<file path="config.mk">
export PLATFORM = sky130hd
export DESIGN_NAME = text_scanner_flat
export DESIGN_NICKNAME = d
export VERILOG_FILES = /design/src/rtl/text_scanner_if.sv /design/src/rtl/text_scanner.sv /design/src/flat_wrapper.sv
export SDC_FILE = /design/constraint.sdc
export NUM_CORES = 1
export LEC_CHECK = 0
export CAP_MARGIN = 20
export CORE_MARGIN = 2
export CORE_UTILIZATION = 55
export CTS_BUF_LIST = sky130_fd_sc_hd__clkbuf_4 sky130_fd_sc_hd__clkbuf_8
export CTS_CLUSTER_SIZE = 20
export DETAILED_ROUTE_END_ITERATION = 8
export GPL_TIMING_DRIVEN = 0
export HOLD_SLACK_MARGIN = 0.1
export PLACE_DENSITY = 0.82
export SLEW_MARGIN = 20
export SYNTH_ARGS = -nofsm -noshare
export SYNTH_HDL_FRONTEND = slang
export SYNTH_SLANG_ARGS = --single-unit
</file>
<file path="constraint.sdc">
create_clock -name clk -period 2.8 [get_ports clk]
set_clock_uncertainty 0.2 [all_clocks]
set_input_delay 0.56 -clock clk [delete_from_list [all_inputs] [get_ports clk]]
set_output_delay 0.56 -clock clk [all_outputs]
set_load 0.02 [all_outputs]
</file>
<file path="src/rtl/text_scanner_if.sv">
// Signal bundle linking the text scanner to its text RAM, the character
// generator and the video output pins.
interface text_scanner_if #(
   parameter int ADDR_W = 12
);
   logic [ADDR_W-1:0] text_addr;
   logic [7:0]        text_data;
   logic [3:0]        char;
   logic [2:0]        X;
   logic [3:0]        Y;
   logic              value;
   logic [6:0]        cursor_col;
   logic [4:0]        cursor_row;
   logic              cursor_en;
   logic              pixel;
   logic              de;
   logic              hsync;
   logic              vsync;
   logic              frame_start;

   modport master (
      output text_addr, char, X, Y, pixel, de, hsync, vsync, frame_start,
      input  text_data, value, cursor_col, cursor_row, cursor_en
   );

   modport slave (
      input  text_addr, char, X, Y, pixel, de, hsync, vsync, frame_start,
      output text_data, value, cursor_col, cursor_row, cursor_en
   );
endinterface

</file>
<file path="src/rtl/text_scanner.sv">
// Raster text-mode scanner: walks the pixel raster, fetches one character per
// 8x16 cell from a synchronous text RAM and emits a 3-stage registered pixel stream.
module text_scanner #(
   parameter int H_VISIBLE = 640,
   parameter int H_FRONT   = 16,
   parameter int H_SYNC    = 96,
   parameter int H_BACK    = 48,
   parameter int V_VISIBLE = 480,
   parameter int V_FRONT   = 10,
   parameter int V_SYNC    = 2,
   parameter int V_BACK    = 33,
   parameter int COLS      = 80,
   parameter int ROWS      = 30,
   parameter int ADDR_W    = 12
) (
   input  logic           clk,
   input  logic           rst_n,
   text_scanner_if.master bus
);
   localparam int H_TOTAL = H_VISIBLE + H_FRONT + H_SYNC + H_BACK;
   localparam int V_TOTAL = V_VISIBLE + V_FRONT + V_SYNC + V_BACK;
   localparam logic [9:0] H_LAST   = 10'(H_TOTAL - 1);
   localparam logic [9:0] V_LAST   = 10'(V_TOTAL - 1);
   localparam logic [9:0] H_VIS    = 10'(H_VISIBLE);
   localparam logic [9:0] V_VIS    = 10'(V_VISIBLE);
   localparam logic [9:0] HS_START = 10'(H_VISIBLE + H_FRONT);
   localparam logic [9:0] HS_END   = 10'(H_VISIBLE + H_FRONT + H_SYNC);
   localparam logic [9:0] VS_START = 10'(V_VISIBLE + V_FRONT);
   localparam logic [9:0] VS_END   = 10'(V_VISIBLE + V_FRONT + V_SYNC);

   logic [9:0]        r_h;
   logic [9:0]        r_v;
   logic [4:0]        r_frame_cnt;

   logic              w_h_wrap;
   logic              w_v_wrap;
   logic              w_vis;
   logic              w_hs_n;
   logic              w_vs_n;
   logic [6:0]        w_col;
   logic [5:0]        w_row;
   logic              w_hit;
   logic              w_cursor_on;
   logic              w_first;
   logic [ADDR_W-1:0] w_addr;

   logic [ADDR_W-1:0] r_s1_addr;
   logic [2:0]        r_s1_gx;
   logic [3:0]        r_s1_gy;
   logic              r_s1_de;
   logic              r_s1_hs_n;
   logic              r_s1_vs_n;
   logic              r_s1_cur;
   logic              r_s1_first;

   logic [2:0]        r_s2_gx;
   logic [3:0]        r_s2_gy;
   logic              r_s2_de;
   logic              r_s2_hs_n;
   logic              r_s2_vs_n;
   logic              r_s2_cur;
   logic              r_s2_first;

   logic              r_pixel;
   logic              r_de;
   logic              r_hs_n;
   logic              r_vs_n;
   logic              r_first;

   logic [3:0]        w_char;
   logic              w_unused_attr;

   // Stage 0: raster decode, cell address and cursor hit from the live counters
   always_comb begin
      w_h_wrap    = (r_h == H_LAST);
      w_v_wrap    = (r_v == V_LAST);
      w_vis       = (r_h < H_VIS) && (r_v < V_VIS);
      w_hs_n      = !((r_h >= HS_START) && (r_h < HS_END));
      w_vs_n      = !((r_v >= VS_START) && (r_v < VS_END));
      w_col       = r_h[9:3];
      w_row       = r_v[9:4];
      w_hit       = (int'(bus.cursor_col) < COLS) && (int'(bus.cursor_row) < ROWS) &&
                    (w_col == bus.cursor_col) && (w_row == {1'b0, bus.cursor_row});
      w_cursor_on = bus.cursor_en && w_hit && (r_v[3:0] >= 4'd14) && r_frame_cnt[4];
      w_first     = (r_h == 10'd0) && (r_v == 10'd0);
      if (w_vis) begin
         w_addr = ADDR_W'(int'(w_row) * COLS + int'(w_col));
      end else begin
         w_addr = {ADDR_W{1'b0}};
      end
   end

   // Raster counters and the frame counter whose MSB drives cursor blink
   always_ff @(posedge clk or negedge rst_n) begin
      if (!rst_n) begin
         r_h         <= 10'd0;
         r_v         <= 10'd0;
         r_frame_cnt <= 5'd0;
      end else if (w_h_wrap) begin
         r_h <= 10'd0;
         if (w_v_wrap) begin
            r_v         <= 10'd0;
            r_frame_cnt <= r_frame_cnt + 5'd1;
         end else begin
            r_v <= r_v + 10'd1;
         end
      end else begin
         r_h <= r_h + 10'd1;
      end
   end

   // Stage 1: RAM address issue plus the raster attributes travelling with it
   always_ff @(posedge clk or negedge rst_n) begin
      if (!rst_n) begin
         r_s1_addr  <= {ADDR_W{1'b0}};
         r_s1_gx    <= 3'd0;
         r_s1_gy    <= 4'd0;
         r_s1_de    <= 1'b0;
         r_s1_hs_n  <= 1'b1;
         r_s1_vs_n  <= 1'b1;
         r_s1_cur   <= 1'b0;
         r_s1_first <= 1'b0;
      end else begin
         r_s1_addr  <= w_addr;
         r_s1_gx    <= r_h[2:0];
         r_s1_gy    <= r_v[3:0];
         r_s1_de    <= w_vis;
         r_s1_hs_n  <= w_hs_n;
         r_s1_vs_n  <= w_vs_n;
         r_s1_cur   <= w_cursor_on;
         r_s1_first <= w_first;
      end
   end

   // Stage 2: aligned with the RAM read data and the glyph lookup
   always_ff @(posedge clk or negedge rst_n) begin
      if (!rst_n) begin
         r_s2_gx    <= 3'd0;
         r_s2_gy    <= 4'd0;
         r_s2_de    <= 1'b0;
         r_s2_hs_n  <= 1'b1;
         r_s2_vs_n  <= 1'b1;
         r_s2_cur   <= 1'b0;
         r_s2_first <= 1'b0;
      end else begin
         r_s2_gx    <= r_s1_gx;
         r_s2_gy    <= r_s1_gy;
         r_s2_de    <= r_s1_de;
         r_s2_hs_n  <= r_s1_hs_n;
         r_s2_vs_n  <= r_s1_vs_n;
         r_s2_cur   <= r_s1_cur;
         r_s2_first <= r_s1_first;
      end
   end

   // Char is held at zero outside the visible area so reset and blanking read clean
   assign w_char        = r_s2_de ? bus.text_data[3:0] : 4'd0;
   assign w_unused_attr = ^bus.text_data[6:4];

   // Stage 3: registered video outputs
   always_ff @(posedge clk or negedge rst_n) begin
      if (!rst_n) begin
         r_pixel <= 1'b0;
         r_de    <= 1'b0;
         r_hs_n  <= 1'b1;
         r_vs_n  <= 1'b1;
         r_first <= 1'b0;
      end else begin
         r_pixel <= r_s2_de & (bus.value ^ bus.text_data[7] ^ r_s2_cur);
         r_de    <= r_s2_de;
         r_hs_n  <= r_s2_hs_n;
         r_vs_n  <= r_s2_vs_n;
         r_first <= r_s2_first;
      end
   end

   assign bus.text_addr   = r_s1_addr;
   assign bus.char        = w_char;
   assign bus.X           = r_s2_gx;
   assign bus.Y           = r_s2_gy;
   assign bus.pixel       = r_pixel;
   assign bus.de          = r_de;
   assign bus.hsync       = r_hs_n;
   assign bus.vsync       = r_vs_n;
   assign bus.frame_start = r_first;
endmodule
</file>
<file path="src/flat_wrapper.sv">
// flat-port wrapper written by rule: the top's interface ports become plain ports
module text_scanner_flat 
#(
   parameter int H_VISIBLE = 640,
   parameter int H_FRONT   = 16,
   parameter int H_SYNC    = 96,
   parameter int H_BACK    = 48,
   parameter int V_VISIBLE = 480,
   parameter int V_FRONT   = 10,
   parameter int V_SYNC    = 2,
   parameter int V_BACK    = 33,
   parameter int COLS      = 80,
   parameter int ROWS      = 30,
   parameter int ADDR_W    = 12
)
  (clk, rst_n, bus_text_addr, bus_char, bus_X, bus_Y, bus_pixel, bus_de, bus_hsync, bus_vsync, bus_frame_start, bus_text_data, bus_value, bus_cursor_col, bus_cursor_row, bus_cursor_en);
  text_scanner_if #(.ADDR_W(ADDR_W)) bus_i ();
  input  logic clk;
  input  logic rst_n;
  output wire logic [$bits(bus_i.text_addr)-1:0] bus_text_addr;
  output wire logic [$bits(bus_i.char)-1:0] bus_char;
  output wire logic [$bits(bus_i.X)-1:0] bus_X;
  output wire logic [$bits(bus_i.Y)-1:0] bus_Y;
  output wire logic [$bits(bus_i.pixel)-1:0] bus_pixel;
  output wire logic [$bits(bus_i.de)-1:0] bus_de;
  output wire logic [$bits(bus_i.hsync)-1:0] bus_hsync;
  output wire logic [$bits(bus_i.vsync)-1:0] bus_vsync;
  output wire logic [$bits(bus_i.frame_start)-1:0] bus_frame_start;
  input wire logic [$bits(bus_i.text_data)-1:0] bus_text_data;
  input wire logic [$bits(bus_i.value)-1:0] bus_value;
  input wire logic [$bits(bus_i.cursor_col)-1:0] bus_cursor_col;
  input wire logic [$bits(bus_i.cursor_row)-1:0] bus_cursor_row;
  input wire logic [$bits(bus_i.cursor_en)-1:0] bus_cursor_en;
  assign bus_text_addr = bus_i.text_addr;
  assign bus_char = bus_i.char;
  assign bus_X = bus_i.X;
  assign bus_Y = bus_i.Y;
  assign bus_pixel = bus_i.pixel;
  assign bus_de = bus_i.de;
  assign bus_hsync = bus_i.hsync;
  assign bus_vsync = bus_i.vsync;
  assign bus_frame_start = bus_i.frame_start;
  assign bus_i.text_data = bus_text_data;
  assign bus_i.value = bus_value;
  assign bus_i.cursor_col = bus_cursor_col;
  assign bus_i.cursor_row = bus_cursor_row;
  assign bus_i.cursor_en = bus_cursor_en;
  text_scanner #(.H_VISIBLE(H_VISIBLE), .H_FRONT(H_FRONT), .H_SYNC(H_SYNC), .H_BACK(H_BACK), .V_VISIBLE(V_VISIBLE), .V_FRONT(V_FRONT), .V_SYNC(V_SYNC), .V_BACK(V_BACK), .COLS(COLS), .ROWS(ROWS), .ADDR_W(ADDR_W)) u_core (.clk(clk), .rst_n(rst_n), .bus(bus_i));
endmodule
</file>
==> results by group, run 1 <==
Outcome
  • Status: complete, no violations

Power
  • Int Pwr: roughly 0.0014 W
  • Switch share: 0.222
  • Power Density: ~450 mW/mm²
  • Psw: about 0.00039 W
  • Logic pwr share: 0.048
  • Lkg Pwr: 1.74 nW
  • Maximum VDD drop: about 0.33 mV
  • Portion of total power attributed to the clock network: 0.402
  • Part of the power in registers: 0.550

Finish
  • Design area: a little under 0.004 mm²
  • Multi-input gate area: 0.00129 mm²
  • Non-Filler Instances: 406
  • Register area: 0.00166 mm²
  • Inserted Diodes: 0
  • Layout cells sized above 1: 0.120
  • Area Growth Syn to Fin: 25.5%
  • Most frequent cells in the layout: dfrtp_1, clkdlybuf4s50_1, xnor2_1, inv_1, nor2_1
  • Nets: 371
  • Most common cell after layout, fill and taps aside: dfrtp_1
  • Fill count: about 420

Logic synthesis
  • Net count after synthesis: 310
  • Cell variety after synth: 42
  • Synthesized instance count: between 200 and 300
  • Register area share after synthesis: 0.539
  • Number of synthesized flops with an enable pin: 0
  • Ys Warns: 0
  • Flops & latches, synth: 66
  • Top FF cell, synth: dfrtp_1
  • Share of flip-flops with an asynchronous set or reset: 1.00
  • Synth Area per Inst: about 11 µm²
  • Mapped cell area: approximately 0.003 mm²

STA
  • Final Hold Viols: 0
  • Slew margin rel.: 0.512
  • Worst-Margin Slew: between 0.7 and 0.8 ns
  • Final min period: around 2.7 ns
  • Setup ws final: 0.113 ns
  • Fmax: roughly 0.37 GHz
  • Final setup TNS: 0 ns
  • Final setup violation count: 0
  • WHS: roughly 0.15 ns
  • Final Cycle Share: 0.960
  • Pins Over Slew Limit: 0
  • Unrepaired setup endpoints after global routing: false

Global route
  • Met1 GRT Util: 0.276
  • Gr busiest metal: met2
  • Vias in the first global route: approximately 2,200
  • Met2 usage: 0.356
  • Largest net degree at the start of global routing: 48
  • Total gr overflow: 0
  • First-pass GRT wire length: 10,400 µm
  • Initial antenna violation count: 0
  • Met3 GRT Util: 0.0693
  • Gr usage total: 0.222

Clocking
  • CTS Root Cell: clkbuf_8
  • CTS tree: done
  • Worst skew pair latency: about 0.34 ns
  • Largest buffer count on any clock path: 2
  • CTS Buf Count: 9
  • CTS clk-pin slew, worst paths: ~0.070 ns
  • Sink Count: 66
  • H-Tree Depth: 3

Route
  • Post-DR vias/cell: between 5 and 6
  • Via count: 2,176
  • Iter 0 DRT Violations: 150
  • DR WL/cell: roughly 15 µm
  • ANT nets after route: 0
  • Routed wire length: around 5900 µm
  • Router iterations before antenna repair: 4
  • DRC violations left: 0

Critical path
  • Data required, critical path: 2.83 ns
  • Most frequent CP cell: ha_1
  • Crit path DAT: between 2 and 3 ns
  • Critical path type: reg -> reg
  • Worst setup EP type: flip-flop
  • CP top delay family: adder cells
  • Crit start category: flip-flop
  • CP max stage delay: 0.46 ns
  • CP max stage cell: dfrtp_2
  • Critical Path, Cell by Cell: ha_1 > ha_1 > inv_1 > fa_1 > nand2b_1 > a211oi_1 > xnor3_1 > and2_1
  • Largest fanout on the critical path: 7
  • WP buf/inv: 1

Placement
  • HPWL after DPL: approximately 4300 µm
  • Setup Slack @ Placement: between 0.1 and 0.15 ns
  • Placed insts: 389
  • Placed cell area: 0.00368 mm²
  • Gpl congestion: 0.883
  • Port Buffers: 48

Floorplanning
  • Die Y: between 70 and 80 µm
  • Total die area: approximately 0.0062 mm²
  • IO Pins: 52
  • Initial core utilization: 0.563
  • Die Wd: just under 80 µm
  • Row count: 27
  • Core area: around 0.0055 mm²

Job
  • MaxCap Viol Count: 0

Min path
  • Hold Crit Class: reg -> reg
synth_stat cells, types with 2 or more instances:
library cell   n  area, µm²
dfrtp_1       60       1500
xnor2_1       24        210
inv_1         17       63.8
nor2_1        17       63.8
ha_1          16        200
and2_1        15       93.8
nand4_1       15       93.8
nand3_1       11       55.1
xor2_1         9       78.8
o21ai_0        8       40.0
nand2_1        7       26.3
nor4_1         7       43.8
buf_2          6       30.0
dfstp_2        6        158
nand2b_1       5       31.3
nor3_1         4       20.0
a21oi_1        3       15.0
and3_1         3       18.8
clkbuf_1       3       11.3
nor2b_1        3       18.8
or3_1          3       18.8
a21o_1         2       15.0
and4_1         2       17.5
clkbuf_2       2       10.0
fa_1           2       40.0
o21a_1         2       15.0
worst paths after layout:
path | start | endpoint | slack [ns] | depth (start not counted)
min in group asynchronous | rst_n | u_core.r_v[6]$_DFFE_PN0N_ | 0.45 | 2
worst max-delay path | u_core.r_v[5]$_DFFE_PN0N_ | u_core.bus.text_addr[10]$_DFF_PN0_ | 0.11 | 8
worst min register to register | u_core.r_s1_gy[2]$_DFF_PN0_ | u_core.bus.Y[2]$_DFF_PN0_ | 0.15 | 0
worst max register to register | u_core.r_v[5]$_DFFE_PN0N_ | u_core.bus.text_addr[10]$_DFF_PN0_ | 0.11 | 8
worst min-delay path | u_core.r_s1_gy[2]$_DFF_PN0_ | u_core.bus.Y[2]$_DFF_PN0_ | 0.15 | 0
max in group asynchronous | rst_n | u_core.bus.vsync$_DFF_PN1_ | 1.40 | 3
routing by layer:
layer	part of all wire	vias up
met5	0	-
met4	0.023	0
met3	0.054	19
met2	0.50	61
met1	0.42	1063
li1	-	1033
stage by stage:
| stage | total power [W] | utilization |
|---|---|---|
| after CTS | 0.00176 | 0.706 |
| after global placement | 0.00105 | 0.667 |
| final | 0.00174 | 0.706 |
| after global routing | 0.00182 | 0.706 |
| after floorplan | 0.000993 | - |
| after detailed placement | 0.00106 | 0.672 |
power by group through the flow:
stage	sequential, W	combinational, W	clock, W
floorplan	0.000975	0.0000173	0
global placement	0.000973	0.0000792	0
detailed placement	0.000973	0.0000847	0
CTS	0.000955	0.0000861	0.000719
global route	0.000955	0.0000926	0.000770
finish	0.000955	0.0000837	0.000699
registers in the layout, summed over array words and instances (netlist names), 3 cells and up:
register / count
u_core.bus.X: 3
u_core.r_frame_cnt: 5
u_core.bus.Y: 4
u_core.r_s1_gy: 4
u_core.r_s1_gx: 3
u_core.r_h: 10
u_core.r_v: 10
u_core.bus.text_addr: 12
cell families after synthesis:
family          count (synthesis)  synth area share
buf+inv                        29            0.0410
xor+xnor                       34             0.101
flops                          66             0.539
mux                             2           0.00812
compound gates                 20            0.0410
simple gates                   99             0.192
fa+ha+maj                      18            0.0780
cell type report:
| class | instances | area share |
|---|---|---|
| Buffer | 12 | 0.0162 |
| Clock buffer | 11 | 0.0376 |
| Clock inverter | 5 | 0.00809 |
| Inverter | 17 | 0.0165 |
| Multi-Input combinational cell | 173 | 0.335 |
| Sequential cell | 66 | 0.430 |
| Tap cell | 72 | 0.0233 |
| Timing Repair Buffer | 50 | 0.133 |
what timing repair did:
action / CTS / global route
endpoints found under the hold margin: 19 / 0
setup endpoints to repair: 0 / 1
hold buffers: 1 / 0
gates resized for setup: 0 / 2
buffers inserted: 0 / 0
No activity file was read; power rests on OpenSTA's default activity.
==> run 2, diff against run 1 <==
--- a/config.mk
+++ b/config.mk
@@ -13,6 +13,7 @@
 export DETAILED_ROUTE_END_ITERATION = 8
 export GPL_TIMING_DRIVEN = 0
 export HOLD_SLACK_MARGIN = 0.1
+export MAX_ROUTING_LAYER = met4
 export PLACE_DENSITY = 0.82
 export SLEW_MARGIN = 20
 export SYNTH_ARGS = -nofsm -noshare
==> run 2 against run 1 <==
Worst hold slack got worse by 0.00057 ns. Flip-flop and latch count is the same. Sequential power about the same.
==> results by group, run 2 (synthesized netlist as in run 1, its figures left out) <==
Outcome
  • Status: complete, no violations

Clocking
  • CTS Buf Count: 9 (unchanged)
  • Hold buffers post-CTS: 1 (unchanged)
  • CTS clk-pin slew, worst paths: 0.07 ns (about the same)
  • CTS Root Cell: clkbuf_8
  • Worst skew pair latency: 0.34 ns (about the same)
  • CTS tree: done
  • Post-CTS sizing: 0 (unchanged)
  • H-Tree Depth: 3 (unchanged)
  • Sink Count: 66 (unchanged)
  • Largest buffer count on any clock path: 2 (unchanged)
  • Setup bufs post-CTS: 0 (unchanged)

Finish
  • Final core occ: 0.723 (+0.0165)
  • Register area: 0.00166 mm² (-0.15%)
  • Fill count: 388 (-6.7%)
  • Inserted Diodes: 0 (unchanged)
  • Most common cell after layout, fill and taps aside: dfrtp_1
  • Most frequent cells in the layout: dfrtp_1, clkdlybuf4s50_1, xnor2_1, inv_1, nor2_1
  • Max reg flops: 12 (unchanged)
  • Layout cells sized above 1: 0.114 (-0.00599)
  • Area Growth Syn to Fin: 28.4%
  • Nets: 371 (unchanged)
  • Non-Filler Instances: 406 (unchanged)
  • Multi-input gate area: 0.00129 mm² (unchanged)

Route
  • ANT nets after route: 0 (unchanged)
  • Iter 0 DRT Violations: 122 (-19%)
  • DRC violations left: 0 (unchanged)
  • DR WL/cell: 14.8 µm (+1.4%)
  • Post-DR vias/cell: 5.28 (-1.6%)
  • Router iterations before antenna repair: 4 (unchanged)
  • Routed wire length: 6020 µm (+1.4%)
  • Via count: 2,142 (-1.6%)

Critical path
  • Data required, critical path: 2.83 ns (about the same)
  • Worst setup EP type: flip-flop
  • Reg-to-reg startpoint: u_core.r_v[5]$_DFFE_PN0N_
  • Crit start category: flip-flop
  • Crit path DAT: 2.65 ns (-0.07 ns)
  • CP Launch Point: u_core.r_v[5]$_DFFE_PN0N_
  • Largest fanout on the critical path: 7 (unchanged)
  • Critical path type: reg -> reg

Power
  • Power, Total: 0.00210 W (+21%)
  • Lkg Pwr: 1.78 nW (+2.6%)
  • Power Density: 530 mW/mm² (+18%)
  • Maximum VDD drop: 0.440 mV (+35%)

Global route
  • Initial antenna violation count: 0 (unchanged)
  • Gr usage total: 0.222 (+0.000435)
  • Largest net degree at the start of global routing: 52 (+8.3%)
  • First-pass GRT wire length: 10,200 µm (-2.4%)
  • Total gr overflow: 0 (unchanged)
  • Vias in the first global route: 2,196 (-0.72%)

STA
  • Worst-Margin Slew: 0.695 ns (-0.0304 ns)
  • Fmax: 0.382 GHz (+2.7%)
  • Pins Over Slew Limit: 0 (unchanged)
  • Unrepaired setup endpoints after global routing: false
  • Final min period: 2.62 ns (-0.0705 ns)
  • Final Cycle Share: 0.935 (-0.0252)
  • Slew margin rel.: 0.532 (+0.0205)
  • Final setup violation count: 0 (unchanged)
  • Final setup TNS: 0 ns (unchanged)
  • Final Hold Viols: 0 (unchanged)

Floorplanning
  • Row count: 27 (unchanged)
  • Total die area: 0.00622 mm² (unchanged)
  • IO Pins: 52 (unchanged)
  • Die Wd: 78.8 µm (unchanged)
  • Initial core utilization: 0.563 (unchanged)
  • Core area: 0.00547 mm² (unchanged)
  • Die Y: 78.8 µm (unchanged)

Job
  • MaxCap Viol Count: 0 (unchanged)

Min path
  • Hold Crit Class: reg -> reg
  • Hold wc startpoint: u_core.r_s1_gy[2]$_DFF_PN0_

Placement
  • HPWL after DPL: 4320 µm (+1.5%)
  • Gpl congestion: 0.900 (+1.9%)
  • Placed insts: 389 (unchanged)
  • Port Buffers: 48 (unchanged)
run 2: path summary, 6_finish.rpt:
path,endpoint,slack (ns),cells after the start
max reg2reg,u_core.bus.text_addr[10]$_DFF_PN0_,0.18,8
max,u_core.bus.text_addr[10]$_DFF_PN0_,0.18,8
min reg2reg,u_core.bus.Y[2]$_DFF_PN0_,0.15,0
min in group asynchronous,u_core.bus.text_addr[11]$_DFF_PN0_,0.42,2
min,u_core.bus.Y[2]$_DFF_PN0_,0.15,0
max in group asynchronous,u_core.bus.vsync$_DFF_PN1_,1.41,3
run 2: where the power goes:
part | switching (W) | internal (W) | leakage (nW) | total [W]
clock network | 0.000362 | 0.000696 | 0.134 | 0.00106
logic | 0.0000387 | 0.0000456 | 0.804 | 0.0000844
registers | 0.000000283 | 0.000955 | 0.845 | 0.000955
run 2: per-stage QoR:
step	hold WS (ns)	instance area, µm²	setup WS [ns]
global route	0.161	3960	0.0747
floorplan	0.0644	3080	0.334
global placement	0.135	3650	-1.09
finish	0.151	3960	0.183
CTS	0.151	3960	0.188
detailed placement	0.135	3680	0.178
run 2: layout make-up:
type,instances,share of cell area
sequential,66,0.419
multi-input combinational,173,0.327
timing repair buffer,50,0.130
clock inverter,6,0.0348
clock buffer,10,0.0332
tap,72,0.0228
inverter,17,0.0161
buffer,12,0.0158
run 2: critical path, stage by stage (launching register included):
cell and delay [ns]:
dfrtp_1 0.47, ha_1 0.33, ha_1 0.21, inv_1 0.07
fa_1 0.43, nand2b_1 0.19, a211oi_1 0.21, xnor3_1 0.25
and2_1 0.16
run 2: metal layers:
layer  part of all wire  track usage
met3              0.056       0.0557
met5                  0            -
met4              0.016       0.0759
met2               0.49        0.361
met1               0.43        0.275
==> run 3, diff against run 2 <==
--- a/config.mk
+++ b/config.mk
@@ -15,7 +15,6 @@
 export HOLD_SLACK_MARGIN = 0.1
 export MAX_ROUTING_LAYER = met4
 export PLACE_DENSITY = 0.82
-export SLEW_MARGIN = 20
 export SYNTH_ARGS = -nofsm -noshare
 export SYNTH_HDL_FRONTEND = slang
 export SYNTH_SLANG_ARGS = --single-unit
==> run 3 against run 2 <==
Flip-flop and latch count did not move. Fmax fell by 0.74%. First-iteration DRC count fell by 20%. Wire length fell by 1.3%. Sequential power barely moved. Clock-buffer cell count did not move. Core utilization fell by 0.69 points. Worst hold slack got worse by 0.045 ns. Final area fell by 0.95%. Setup slack got worse by 0.020 ns. Non-clock buffer count fell by 2. Via count rose by 0.47%. Critical path type unchanged. Critical endpoint unchanged.
==> results by group, run 3 (synthesized netlist as in run 1, its figures left out) <==
Global route
  • First-pass GRT wire length: 10,100 µm (-0.47%)
  • Total gr overflow: 0 (unchanged)
  • Initial antenna violation count: 0 (unchanged)
  • Gr usage total: 0.223 (+0.000622)
  • Largest net degree at the start of global routing: 67 (+29%)
  • Vias in the first global route: 2,160 (-1.6%)

STA
  • Setup ws final: 0.164 ns (-0.0196 ns)
  • Final Cycle Share: 0.942 (+0.00700)
  • Unrepaired setup endpoints after global routing: false
  • Final setup violation count: 0 (unchanged)
  • Final Hold Viols: 0 (unchanged)
  • Worst-Margin Slew: 0.789 ns (+0.0935 ns)
  • Fmax: 0.379 GHz (-0.74%)
  • Final setup TNS: 0 ns (unchanged)
  • Final min period: 2.64 ns (+0.0196 ns)
  • Slew margin rel.: 0.474 (-0.0580)
  • Pins Over Slew Limit: 0 (unchanged)

Clocking
  • Sink Count: 66 (unchanged)
  • Hold buffers post-CTS: 0 (-1)
  • H-Tree Depth: 3 (unchanged)
  • CTS tree: done
  • CTS Root Cell: clkbuf_8
  • CTS clk-pin slew, worst paths: 0.07 ns (about the same)
  • CTS Buf Count: 9 (unchanged)
  • Post-CTS sizing: 0 (unchanged)
  • Setup bufs post-CTS: 0 (unchanged)
  • Worst skew pair latency: 0.34 ns (about the same)
  • Largest buffer count on any clock path: 2 (unchanged)

Finish
  • Max reg flops: 12 (unchanged)
  • Layout cells sized above 1: 0.111 (-0.00233)
  • Area Growth Syn to Fin: 27.2%
  • Design area: 0.00392 mm² (-0.95%)
  • Most frequent cells in the layout: dfrtp_1, clkdlybuf4s50_1, xnor2_1, inv_1, nor2_1
  • Register area: 0.00166 mm² (unchanged)
  • Nets: 369 (-0.54%)
  • Non-Filler Instances: 404 (-0.49%)
  • Inserted Diodes: 0 (unchanged)
  • Most common cell after layout, fill and taps aside: dfrtp_1
  • Fill count: 394 (+1.5%)
  • Multi-input gate area: 0.00129 mm² (unchanged)

Floorplanning
  • Die Wd: 78.8 µm (unchanged)
  • Core area: 0.00547 mm² (unchanged)
  • IO Pins: 52 (unchanged)
  • Row count: 27 (unchanged)
  • Total die area: 0.00622 mm² (unchanged)
  • Initial core utilization: 0.563 (unchanged)
  • Die Y: 78.8 µm (unchanged)

Critical path
  • Critical Path, Cell by Cell: ha_1 > ha_1 > inv_1 > fa_1 > nand2b_1 > a211oi_1 > xnor3_1 > and2_1
  • Worst setup EP type: flip-flop
  • Largest fanout on the critical path: 7 (unchanged)
  • Data required, critical path: 2.83 ns (about the same)
  • Critical path type: reg -> reg
  • WP buf/inv: 1 (unchanged)
  • CP max stage delay: 0.47 ns (about the same)
  • CP top delay family: adder cells
  • CP max stage cell: dfrtp_1
  • Crit start category: flip-flop
  • Most frequent CP cell: ha_1
  • Crit path DAT: 2.66 ns (about the same)

Min path
  • Hold Crit Class: in -> async

Power
  • Power Density: 533 mW/mm² (+0.45%)
  • Lkg Pwr: 1.77 nW (-0.94%)
  • Power, Total: 0.00209 W (-0.50%)
  • Maximum VDD drop: 0.369 mV (-16%)

Route
  • Routed wire length: 5940 µm (-1.3%)
  • Metal3 WL: 303 µm (-9.6%)
  • M1 WL: 2550 µm (-2.4%)
  • Router iterations before antenna repair: 5 (+1)
  • Post-DR vias/cell: 5.33 (+0.96%)
  • Met2 wire len: 2950 µm (-0.51%)
  • Iter 0 DRT Violations: 98 (-20%)
  • ANT nets after route: 0 (unchanged)
  • DR WL/cell: 14.7 µm (-0.77%)
  • Max layer used: met4
  • Via count: 2,152 (+0.47%)
  • DRC violations left: 0 (unchanged)

Placement
  • Placed cell area: 0.00365 mm² (-0.75%)
  • Gpl congestion: 0.900 (unchanged)
  • Port Buffers: 48 (unchanged)
  • HPWL after DPL: 4190 µm (-2.9%)
  • Placed insts: 388 (-0.26%)
  • Setup Slack @ Placement: 0.170 ns (-0.00770 ns)

Outcome
  • Status: complete, no violations

Job
  • MaxCap Viol Count: 0 (unchanged)
-- run 3: worst reg2reg max path, stage by stage (launching register included) --
cell and delay, ns:
dfrtp_1 0.47, ha_1 0.33, ha_1 0.20, inv_1 0.07, fa_1 0.43, nand2b_1 0.20
a211oi_1 0.21, xnor3_1 0.25, and2_1 0.16
-- run 3: through the flow --
| stage | utilization | hold WS (ns) |
|---|---|---|
| 6_report | 0.716 | 0.106 |
| 5_1_grt | 0.716 | 0.159 |
| 4_1_cts | 0.716 | 0.128 |
| 3_5_place_dp | 0.667 | 0.135 |
| 3_3_place_gp | 0.667 | 0.135 |
| 2_1_floorplan | - | 0.0644 |
-- run 3: metal layers --
layer,vias to the layer above,track usage
li1,1032,-
met1,1049,0.269
met2,57,0.351
met3,14,0.0727
met4,0,0.0862
met5,-,-
-- run 3: path summary, 6_finish.rpt --
kind                                        startpoint                            endpoint  slack [ns]  depth (start not counted)
setup / recovery             u_core.r_v[5]$_DFFE_PN0N_  u_core.bus.text_addr[10]$_DFF_PN0_        0.16                          8
hold / removal                                   rst_n           u_core.r_v[9]$_DFFE_PN0N_        0.11                          1
setup reg to reg             u_core.r_v[5]$_DFFE_PN0N_  u_core.bus.text_addr[10]$_DFF_PN0_        0.16                          8
hold reg to reg            u_core.r_s1_gy[1]$_DFF_PN0_           u_core.bus.Y[1]$_DFF_PN0_        0.15                          0
max in group asynchronous                        rst_n           u_core.r_v[8]$_DFFE_PN0N_        1.78                          1
min in group clk           u_core.r_s1_gy[1]$_DFF_PN0_           u_core.bus.Y[1]$_DFF_PN0_        0.15                          0
-- run 3: layout make-up --
type                    instances  share of cell area
plain buffers                  12              0.0160
clock buffers                  10              0.0335
clock inverters                 6              0.0351
inverters                      17              0.0163
multi-input cells             173               0.331
flip-flops and latches         66               0.424
well taps                      72              0.0230
repair buffers                 48               0.122
-- run 3: report_power, final --
part | switching (W) | leakage, nW | internal (W) | total (W)
registers | 0.000000283 | 0.845 | 0.000955 | 0.000955
clock network | 0.000357 | 0.134 | 0.000696 | 0.00105
logic | 0.0000375 | 0.787 | 0.0000406 | 0.0000781
